===== config.mk =====
export PLATFORM = sky130hd
export DESIGN_NAME = fifo_rd_stream
export DESIGN_NICKNAME = d
export VERILOG_FILES = /design/src/rtl/fifo_pkg.sv /design/src/rtl/fifo_rd_skid.sv /design/src/rtl/fifo_rd_stream.sv
export SDC_FILE = /design/constraint.sdc
export NUM_CORES = 1
export LEC_CHECK = 0
export CORE_MARGIN = 10
export CORE_UTILIZATION = 53
export DETAILED_ROUTE_END_ITERATION = 10
export PLACE_DENSITY = 0.82
export SLEW_MARGIN = 20
export SYNTH_ARGS = -nofsm -noshare
export SYNTH_HDL_FRONTEND = slang
export SYNTH_SLANG_ARGS = --single-unit

===== constraint.sdc =====
create_clock -name rclk -period 4.3 [get_ports rclk]
set_clock_uncertainty 0.1 [all_clocks]
set_input_delay 1.075 -clock rclk [delete_from_list [all_inputs] [get_ports rclk]]
set_output_delay 1.075 -clock rclk [all_outputs]
set_load 0.005 [all_outputs]

===== src/rtl/fifo_pkg.sv =====
// Shared types and helpers for the FIFO read-side drain engine.
// Occupancy encoding, default data width and burst-counter sizing.
package fifo_pkg;

  typedef enum logic [1:0] {
    EMPTY = 2'd0,
    ONE   = 2'd1,
    FULL  = 2'd2
  } occ_e;

  localparam int DW_DEFAULT = 8;

  // A single-word burst still needs a 1-bit counter to stay a legal vector.
  function automatic int bcnt_width(input int burst_len);
    return (burst_len > 1) ? $clog2(burst_len) : 1;
  endfunction

endpackage


===== src/rtl/fifo_rd_skid.sv =====
// Two-entry head/skid output buffer with push, pop and flush.
// Latency: a push lands in head (or skid) at the same edge; vld_o is registered state.
// Backpressure: pop_rdy_i only moves data between registers, never reaches push_i.
module fifo_rd_skid
  import fifo_pkg::*;
#(
  parameter int W = 9
) (
  input  logic         clk_i,
  input  logic         rst_i,
  input  logic         flush_i,
  input  logic         push_i,
  input  logic [W-1:0] push_dat_i,
  input  logic         pop_rdy_i,
  output logic         vld_o,
  output logic [W-1:0] dat_o,
  output occ_e         occ_o
);

  occ_e         occ_q, occ_d;
  logic [W-1:0] head_q, head_d;
  logic [W-1:0] skid_q, skid_d;
  logic         pop;
  logic         push;

  assign vld_o = (occ_q != EMPTY);
  assign dat_o = head_q;
  assign occ_o = occ_q;
  assign pop   = vld_o && pop_rdy_i;
  assign push  = push_i && (occ_q != FULL);

  always_comb begin
    occ_d  = occ_q;
    head_d = head_q;
    skid_d = skid_q;
    if (flush_i) begin
      occ_d = EMPTY;
    end else begin
      case (occ_q)
        EMPTY: begin
          if (push) begin
            head_d = push_dat_i;
            occ_d  = ONE;
          end
        end
        ONE: begin
          if (push && pop) begin
            head_d = push_dat_i;
          end else if (push) begin
            skid_d = push_dat_i;
            occ_d  = FULL;
          end else if (pop) begin
            occ_d = EMPTY;
          end
        end
        FULL: begin
          if (pop) begin
            head_d = skid_q;
            occ_d  = ONE;
          end
        end
        default: occ_d = EMPTY;
      endcase
    end
  end

  always_ff @(posedge clk_i) begin
    if (rst_i) begin
      occ_q  <= EMPTY;
      head_q <= '0;
      skid_q <= '0;
    end else begin
      occ_q  <= occ_d;
      head_q <= head_d;
      skid_q <= skid_d;
    end
  end

endmodule


===== src/rtl/fifo_rd_stream.sv =====
// Drains the FIFO read port into a registered valid/ready stream with m_last framing; FIFO_RD_STREAM_CNT_EN adds rd_count.
// Latency: m_valid rises one rclk after rempty falls; full throughput with occupancy held at ONE.
// Backpressure: absorbed by the 2-entry buffer; rinc depends only on rempty, flush, rrst and occupancy.
module fifo_rd_stream
  import fifo_pkg::*;
#(
  parameter int DW        = DW_DEFAULT,
  parameter int BURST_LEN = 4
) (
  input  logic          rclk,
  input  logic          rrst,
  input  logic          rempty,
  input  logic [DW-1:0] rdata,
  output logic          rinc,
  input  logic          flush,
  output logic          m_valid,
  input  logic          m_ready,
  output logic [DW-1:0] m_data,
  output logic          m_last
`ifdef FIFO_RD_STREAM_CNT_EN
  ,
  output logic [31:0]   rd_count
`endif
);

  localparam int            BW       = bcnt_width(BURST_LEN);
  localparam logic [BW-1:0] BCNT_MAX = BW'(BURST_LEN - 1);

  occ_e          occ;
  logic [BW-1:0] bcnt_q, bcnt_d;
  logic          last_w;
  logic [DW:0]   buf_dat;

  // Pop strobe deliberately ignores m_ready so no ready-to-rinc path exists.
  assign rinc   = !rempty && (occ != FULL) && !flush && !rrst;
  assign last_w = (bcnt_q == BCNT_MAX);

  always_comb begin
    bcnt_d = bcnt_q;
    if (flush) begin
      bcnt_d = '0;
    end else if (rinc) begin
      bcnt_d = last_w ? '0 : bcnt_q + BW'(1);
    end
  end

  always_ff @(posedge rclk) begin
    if (rrst) begin
      bcnt_q <= '0;
    end else begin
      bcnt_q <= bcnt_d;
    end
  end

  fifo_rd_skid #(
    .W(DW + 1)
  ) u_skid (
    .clk_i      (rclk),
    .rst_i      (rrst),
    .flush_i    (flush),
    .push_i     (rinc),
    .push_dat_i ({last_w, rdata}),
    .pop_rdy_i  (m_ready),
    .vld_o      (m_valid),
    .dat_o      (buf_dat),
    .occ_o      (occ)
  );

  assign m_last = buf_dat[DW];
  assign m_data = buf_dat[DW-1:0];

`ifdef FIFO_RD_STREAM_CNT_EN
  logic [31:0] cnt_q, cnt_d;

  always_comb begin
    cnt_d = cnt_q;
    if (flush) begin
      cnt_d = '0;
    end else if (m_valid && m_ready) begin
      cnt_d = cnt_q + 32'd1;
    end
  end

  always_ff @(posedge rclk) begin
    if (rrst) begin
      cnt_q <= '0;
    end else begin
      cnt_q <= cnt_d;
    end
  end

  assign rd_count = cnt_q;
`endif

endmodule


-- Word level (Yosys, flattened, before mapping)
Cells that the tools add are included.
- output and inout port bits: 11
- flip-flop bits (word level): 22
- input bits: 13
- logic and storage cells: 43
- muxes and demuxes: 11
- eq/ne operators: 9
- $add $sub $neg: 1
- bitwise operators: 2
- reductions and logical operators: 16
- operators with widths (cell ; count):
    9-bit two-way mux ; 3
    9-bit case mux with 3 select lines ; 1
    2-bit two-way mux ; 6
    4-bit AND reduction ; 2
    1-bit logical AND ; 6
    2-bit by 1-bit != test with 1-bit output (second input constant) ; 3
    2-bit case mux with 3 select lines ; 1
    5-bit AND reduction ; 1
    2-bit == test (second input constant) ; 2
    2-bit != test (second input constant) ; 2
    1-bit zero test ; 3
    3-bit by 1-bit != test with 1-bit output (second input constant) ; 1
    3-bit nonzero test ; 1
    2-bit by 1-bit adder with 2-bit output (second input constant) ; 1
    2-bit by 1-bit == test with 1-bit output (second input constant) ; 1
    2-bit zero test ; 1
    1-bit inverter ; 2
    2-bit nonzero test ; 1
    2-bit OR reduction ; 1

-- Longest topological paths before layout
Gate-level depths: netlist (run 1).
- depth after elaboration: 8
- gate-level depth with buffers: 6
- gate-level depth less buffers: 3

-- Modules after synthesis
Synthesis (run 1) repeated with hierarchy kept, for this count alone.
- cells, all modules: 109
- area, all modules: 1093.5 um^2
- modules (own cells, without submodules) (module ; area an instance (um^2) ; cells each ; times used ; seq. area each (um^2)):
    fifo_rd_skid ; 979.7 ; 98 ; 1 ; 400.4
    fifo_rd_stream ; 113.9 ; 11 ; 1 ; 40.0

-- Worst setup path after synthesis (run 1)
OpenSTA, ideal clock, no wires.
- kind: in2out
- start point: input port flush
- end point: output port rinc
- data arrival time: 1.796 ns
- stages: 3
- data required time: 3.125 ns
- buffers on the path: 1
- path slack: 1.329 ns
- path through: or2_2 -> clkbuf_1 -> nor3_1
- word-level cells in the longest chain between the ends: 3
- RTL lines (element ; line ; RTL):
    from (decl) ; fifo_rd_stream.sv:15 ; input logic flush,
    1-bit zero test ; fifo_rd_stream.sv:35 ; assign rinc = !rempty && (occ != FULL) && !flush && !rrst;
    1-bit logical AND (2 in a row) ; fifo_rd_stream.sv:35 ;
    to (decl) ; fifo_rd_stream.sv:14 ; output logic rinc,
Every way passes these cells.

-- Worst setup path in the final report (run 1)
Ends and elaborated chain as after synthesis.

==> flow_summary.json, run 1 <==
{
  "wl_per_cell_um": 16.3,
  "syn_nets": 131,
  "worstSetupPathType": "in2out",
  "ios": 24,
  "synthDominantCellAreaShare": 0.390,
  "dr.pass1.iters": 6,
  "synth-seq-cells": 22,
  "clk-insertion-delay-late_ns": 0.31,
  "relSlewSlack": 0.546,
  "start_util": 0.564,
  "yosys.cell_types.count": 27,
  "r2r_slack_ns": 2.40,
  "path_clk_slew_ns": 0.12,
  "grt_max_degree": 21,
  "pwr_density_cell_nw_per_um2": 314,
  "syn_avg_cell_area_um2": 9.65,
  "cts_setup_buffers": 0,
  "num_rows": 16,
  "rsz0062_at_grt": "false",
  "hpwl_mm": 1.86,
  "htree_num_levels": 1,
  "setup_viol": 0,
  "hold_class": "reg2reg",
  "outcome": "completed",
  "worstMarginPinSlew_ns": 0.679,
  "diodes": 0,
  "drv_cap": 0,
  "drc": 0,
  "antenna_found_initial": 0,
  "setup_tns_ns": 0,
  "synth_top_cell_by_area": "dfxtp_1",
  "numPortBuffers": 23,
  "worstSetupEndpointType": "output pin",
  "dpl.cell_count": 157,
  "area_growth_pct": 22.8,
  "p_leak_nw": 0.501,
  "synth-main-ff-cell": "dfxtp_1",
  "path_max_fanout": 13,
  "layout.nets": 149,
  "hold_violations": 0,
  "pre_cts_ws_ns": 0.427,
  "required_ns": 3.12,
  "synthCells": 117,
  "core_region_area_um2": 2000,
  "routabilityCongestion": 0.854,
  "synth-edff-count": 0,
  "yosysWarningCount": 0,
  "cts.repair.resized": 0,
  "peakVddDrop_uv": 279,
  "clockBufferDepth": 2,
  "ys_seq_area_frac": 0.390,
  "drt_wl_total_mm": 2.62,
  "overflow": 0,
  "grt_use_total": 0.123,
  "grt_pass1_vias": 894,
  "start_kind": "input port",
  "drtAntennaViolNets": 0,
  "total_power_mw": 0.435,
  "fp.dieArea_um2": 4380,
  "numCtsBuffers": 3,
  "final_cells": 161,
  "worstPathArrival_ns": 2.68,
  "drt_iter0_drc": 81,
  "nFillCells": 155,
  "post-route-util": 0.693,
  "synth_most_common_cell": "dfxtp_1",
  "finalMaxSlewViolations": 0,
  "synth_common_cells": "dfxtp_1, a21oi_1",
  "netlist_area_um2": 1130,
  "cts_sinks": 22,
  "postLayoutCellArea_um2": 1390,
  "async_reset_ff_frac": 0,
  "multi_input_area_um2": 622,
  "whs_ns": 0.390,
  "die_w_um": 66.1,
  "final.setup.worst_slack_ns": 0.442,
  "via_per_inst": 6.04,
  "grt_pass1_wl_mm": 4.31,
  "finalCritPeriodShare": 0.897,
  "vias": 973,
  "synth_area_leaders": "dfxtp_1, a211oi_2, mux2i_1",
  "regArea_um2": 440,
  "max_freq_mhz": 259,
  "cts_hold_buf": 0,
  "postPlaceCellArea_um2": 1330,
  "cts_tree": "built",
  "die_h_um": 66.1,
  "root_buffer": "clkbuf_4",
  "drive_gt1_frac": 0.134,
  "fin_crit_ns": 3.86
}
cell type report:
class	count	area share
Multi-Input combinational cell	84	0.449
Sequential cell	22	0.318
Timing Repair Buffer	24	0.171
Tap cell	27	0.0244
Clock inverter	1	0.0217
Clock buffer	3	0.0162
cells in the final DEF, fill, tap and decap left out:
master / netlist / final
a211oi_2: 9 / 9
a21oi_1: 14 / 14
a311oi_1: 9 / 9
a31o_1: 1 / 1
and4bb_1: 1 / 1
buf_4: 1 / 1
bufinv_16: 0 / 1
clkbuf_4: 0 / 3
clkdlybuf4s50_1: 0 / 23
dfxtp_1: 22 / 22
ha_1: 1 / 1
mux2i_1: 9 / 9
nand2_1: 1 / 1
nand2b_1: 3 / 3
nand3_1: 9 / 9
nand3b_1: 2 / 2
nor2_1: 4 / 4
nor2b_1: 1 / 1
nor3_1: 2 / 2
nor4b_4: 1 / 1
o21a_1: 1 / 1
o21ai_0: 2 / 2
o21ai_1: 9 / 9
or2_2: 3 / 3
or4_1: 1 / 1
or4b_1: 1 / 1
final timing paths:
kind,from,to,cells past startpoint
max,flush,rinc,4
min,u_skid.skid_q[5],u_skid.skid_q[5],2
max reg2reg,u_skid.occ_o[1],u_skid.dat_o[6],3
min reg2reg,u_skid.skid_q[5],u_skid.skid_q[5],2
cell families after synthesis:
family	Yosys count	share of synthesized area
multiplexers	9	0.0798
flip-flops	22	0.390
buffers and inverters	11	0.0588
AND/OR/NAND/NOR	29	0.165
AO/OA/AOI/OAI	45	0.295
adder cells (fa/ha/maj)	1	0.0111
registers in the layout, indices dropped and copies added, names as in the netlist:
register / cells
u_skid.dat_o: 9
bcnt_q: 2
u_skid.occ_o: 2
u_skid.skid_q: 9
worst max-delay path, stage by stage:
cell and delay [ns]:
clkdlybuf4s50_1 0.46, or2_2 0.43, nor3_1 0.19, clkdlybuf4s50_1 0.52
metal layers:
metal / global-route usage / routed length, um / vias to the layer above
li1: - / - / 487
met1: 0.155 / 1160 / 461
met2: 0.183 / 1220 / 21
met3: 0.0576 / 221 / 4
met4: 0.0314 / 20 / 0
met5: 0 / 0 / -
power breakdown:
part           total, mW  internal (mW)  leakage (nW)  switching (mW)
clock network      0.158         0.0943        0.0279          0.0632
logic             0.0631         0.0328         0.295          0.0304
registers          0.214          0.210         0.179         0.00429
(Power assumes the default switching activity.)
==> run 2, diff against run 1 <==
--- a/config.mk
+++ b/config.mk
@@ -5,6 +5,7 @@
 export SDC_FILE = /design/constraint.sdc
 export NUM_CORES = 1
 export LEC_CHECK = 0
+export ABC_AREA = 1
 export CORE_MARGIN = 10
 export CORE_UTILIZATION = 53
 export DETAILED_ROUTE_END_ITERATION = 10
@@ -13,3 +14,4 @@
 export SYNTH_ARGS = -nofsm -noshare
 export SYNTH_HDL_FRONTEND = slang
 export SYNTH_SLANG_ARGS = --single-unit
+export TNS_END_PERCENT = 5
==> flow_summary.json, run 2 <==
{
  "outcome": "completed",
  "core_region_area_um2": 1960,
  "worstSetupPathType": "in2out",
  "finalMaxSlewViolations": 0,
  "cts_sinks": 22,
  "yosys.area_share.simple": 0.367,
  "finalCritPeriodShare": 0.910,
  "grt_pass1_vias": 1075,
  "syn_avg_cell_area_um2": 6.64,
  "drc": 0,
  "p_int_mw": 0.288,
  "num_rows": 16,
  "path_max_fanout": 6,
  "diodes": 0,
  "hpwl_mm": 1.95,
  "cts_hold_buf": 0,
  "synth-main-ff-cell": "dfxtp_1",
  "yosys.cell_types.count": 22,
  "overflow": 0,
  "final_common_cell": "nand2_1",
  "synth_xor_area_frac": 0,
  "p_seq_frac": 0.559,
  "fp.dieArea_um2": 4300,
  "yosysWarningCount": 0,
  "synthMuxAreaShare": 0,
  "clk-insertion-delay-late_ns": 0.31,
  "area_growth_pct": 23.4,
  "wl_per_cell_um": 11.7,
  "nFillCells": 194,
  "hold_violations": 0,
  "numPortBuffers": 23,
  "synth_area_leaders": "dfxtp_1, nand2_1, nor2_1",
  "worstPathArrival_ns": 2.74,
  "dr.pass1.iters": 4,
  "synth_compound_gate_area_share": 0.116,
  "p_sw_frac": 0.240,
  "grt_pass1_wl_mm": 4.41,
  "comb_power_share": 0.138,
  "synthCells": 166,
  "clockPowerShare": 0.303,
  "setup_tns_ns": 0,
  "async_reset_ff_frac": 0,
  "synth_top_cell_by_area": "dfxtp_1",
  "synth_common_cells": "nand2_1, nor2_1, dfxtp_1",
  "setup_viol": 0,
  "worstMarginPinSlew_ns": 0.399,
  "synthDominantCellAreaShare": 0.400,
  "syn_nets": 180,
  "layout.nets": 203,
  "total_power_mw": 0.379,
  "drt_iter0_drc": 64,
  "cts_setup_buffers": 0,
  "power_switching_mw": 0.0908,
  "start_util": 0.562,
  "synth-adder-area-share": 0.0114,
  "required_ns": 3.12,
  "vias": 1097,
  "pwr_density_cell_nw_per_um2": 278,
  "synth_most_common_cell": "nand2_1",
  "relSlewSlack": 0.733,
  "ios": 24,
  "p_leak_nw": 0.618,
  "clockBufferDepth": 2,
  "grt_max_degree": 20,
  "via_per_inst": 5.10,
  "path_clk_slew_ns": 0.12,
  "ys_seq_area_frac": 0.400,
  "worstSetupEndpointType": "output pin",
  "routabilityCongestion": 0.796,
  "cts.repair.resized": 0,
  "antenna_found_initial": 0,
  "final.setup.worst_slack_ns": 0.388,
  "htree_num_levels": 1,
  "fin_crit_ns": 3.91,
  "hold_class": "reg2reg",
  "layout_common_cells": "nand2_1, nor2_1, clkdlybuf4s50_1, dfxtp_1, inv_1",
  "synth-edff-count": 0,
  "rsz0062_at_grt": "false",
  "drv_cap": 0,
  "peakVddDrop_uv": 229,
  "synth_top_family_by_area": "simple AND/OR/NAND/NOR gates",
  "numCtsBuffers": 3,
  "root_buffer": "clkbuf_4",
  "grt_use_total": 0.125,
  "netlist_area_um2": 1100,
  "synth-seq-cells": 22,
  "drive_gt1_frac": 0.0851,
  "start_kind": "input port",
  "pre_cts_ws_ns": 0.412,
  "die_h_um": 65.6,
  "drt_wl_total_mm": 2.51,
  "max_freq_mhz": 256,
  "die_w_um": 65.6,
  "cts_tree": "built",
  "drtAntennaViolNets": 0
}
==> run 2: layout make-up <==
type	instances	area (um^2)	share of cell area
inverters	20	75.1	0.0552
multi-input cells	119	544	0.400
well taps	27	33.8	0.0248
repair buffers	23	230	0.169
clock buffers	4	36.3	0.0267
flip-flops and latches	22	440	0.324
==> run 2: path summary, 6_finish.rpt <==
| path | from | end | slack [ns] | depth (start not counted) |
|---|---|---|---|---|
| setup / recovery | flush | rinc | 0.39 | 5 |
| setup reg to reg | u_skid.occ_o[1] | u_skid.dat_o[0] | 2.56 | 7 |
| hold reg to reg | u_skid.dat_o[8] | u_skid.dat_o[8] | 0.40 | 2 |
| hold / removal | u_skid.dat_o[8] | u_skid.dat_o[8] | 0.40 | 2 |
==> run 2: power groups by stage <==
stage | Combinational, mW | Clock [mW] | Sequential [mW]
6_report | 0.0522 | 0.115 | 0.212
5_1_grt | 0.0589 | 0.125 | 0.213
4_1_cts | 0.0531 | 0.116 | 0.212
3_5_place_dp | 0.0529 | 0 | 0.216
3_3_place_gp | 0.0515 | 0 | 0.216
2_1_floorplan | 0.0273 | 0 | 0.217
==> run 2: per-layer routing <==
layer	global-route usage	vias up	wire [um]	part of all wire
li1	-	566	-	-
met1	0.128	505	1030	0.41
met2	0.222	20	1320	0.52
met3	0.0356	6	122	0.049
met4	0.0695	0	40	0.016
met5	0	-	0	0
==> run 2: cell families after synthesis <==
kind of cell | Yosys count
compound gates | 23
fa+ha+maj | 1
buf+inv | 25
flops | 22
simple gates | 95
==> run 2: worst max-delay path, stage by stage <==
cell and delay (ns):
clkdlybuf4s50_1 0.46, nor2_2 0.19, nand2_1 0.11, nor2_1 0.31, clkdlybuf4s50_1 0.58
==> run 2: through the flow <==
stage | cells | hold slack, ns | cell area, um^2 | utilization
floorplan | 166 | 0.355 | 1100 | -
global placement | 211 | 0.364 | 1320 | 0.675
detailed placement | 211 | 0.374 | 1320 | 0.675
CTS | 215 | 0.398 | 1360 | 0.693
global route | 215 | 0.424 | 1360 | 0.693
finish | 215 | 0.397 | 1360 | 0.693
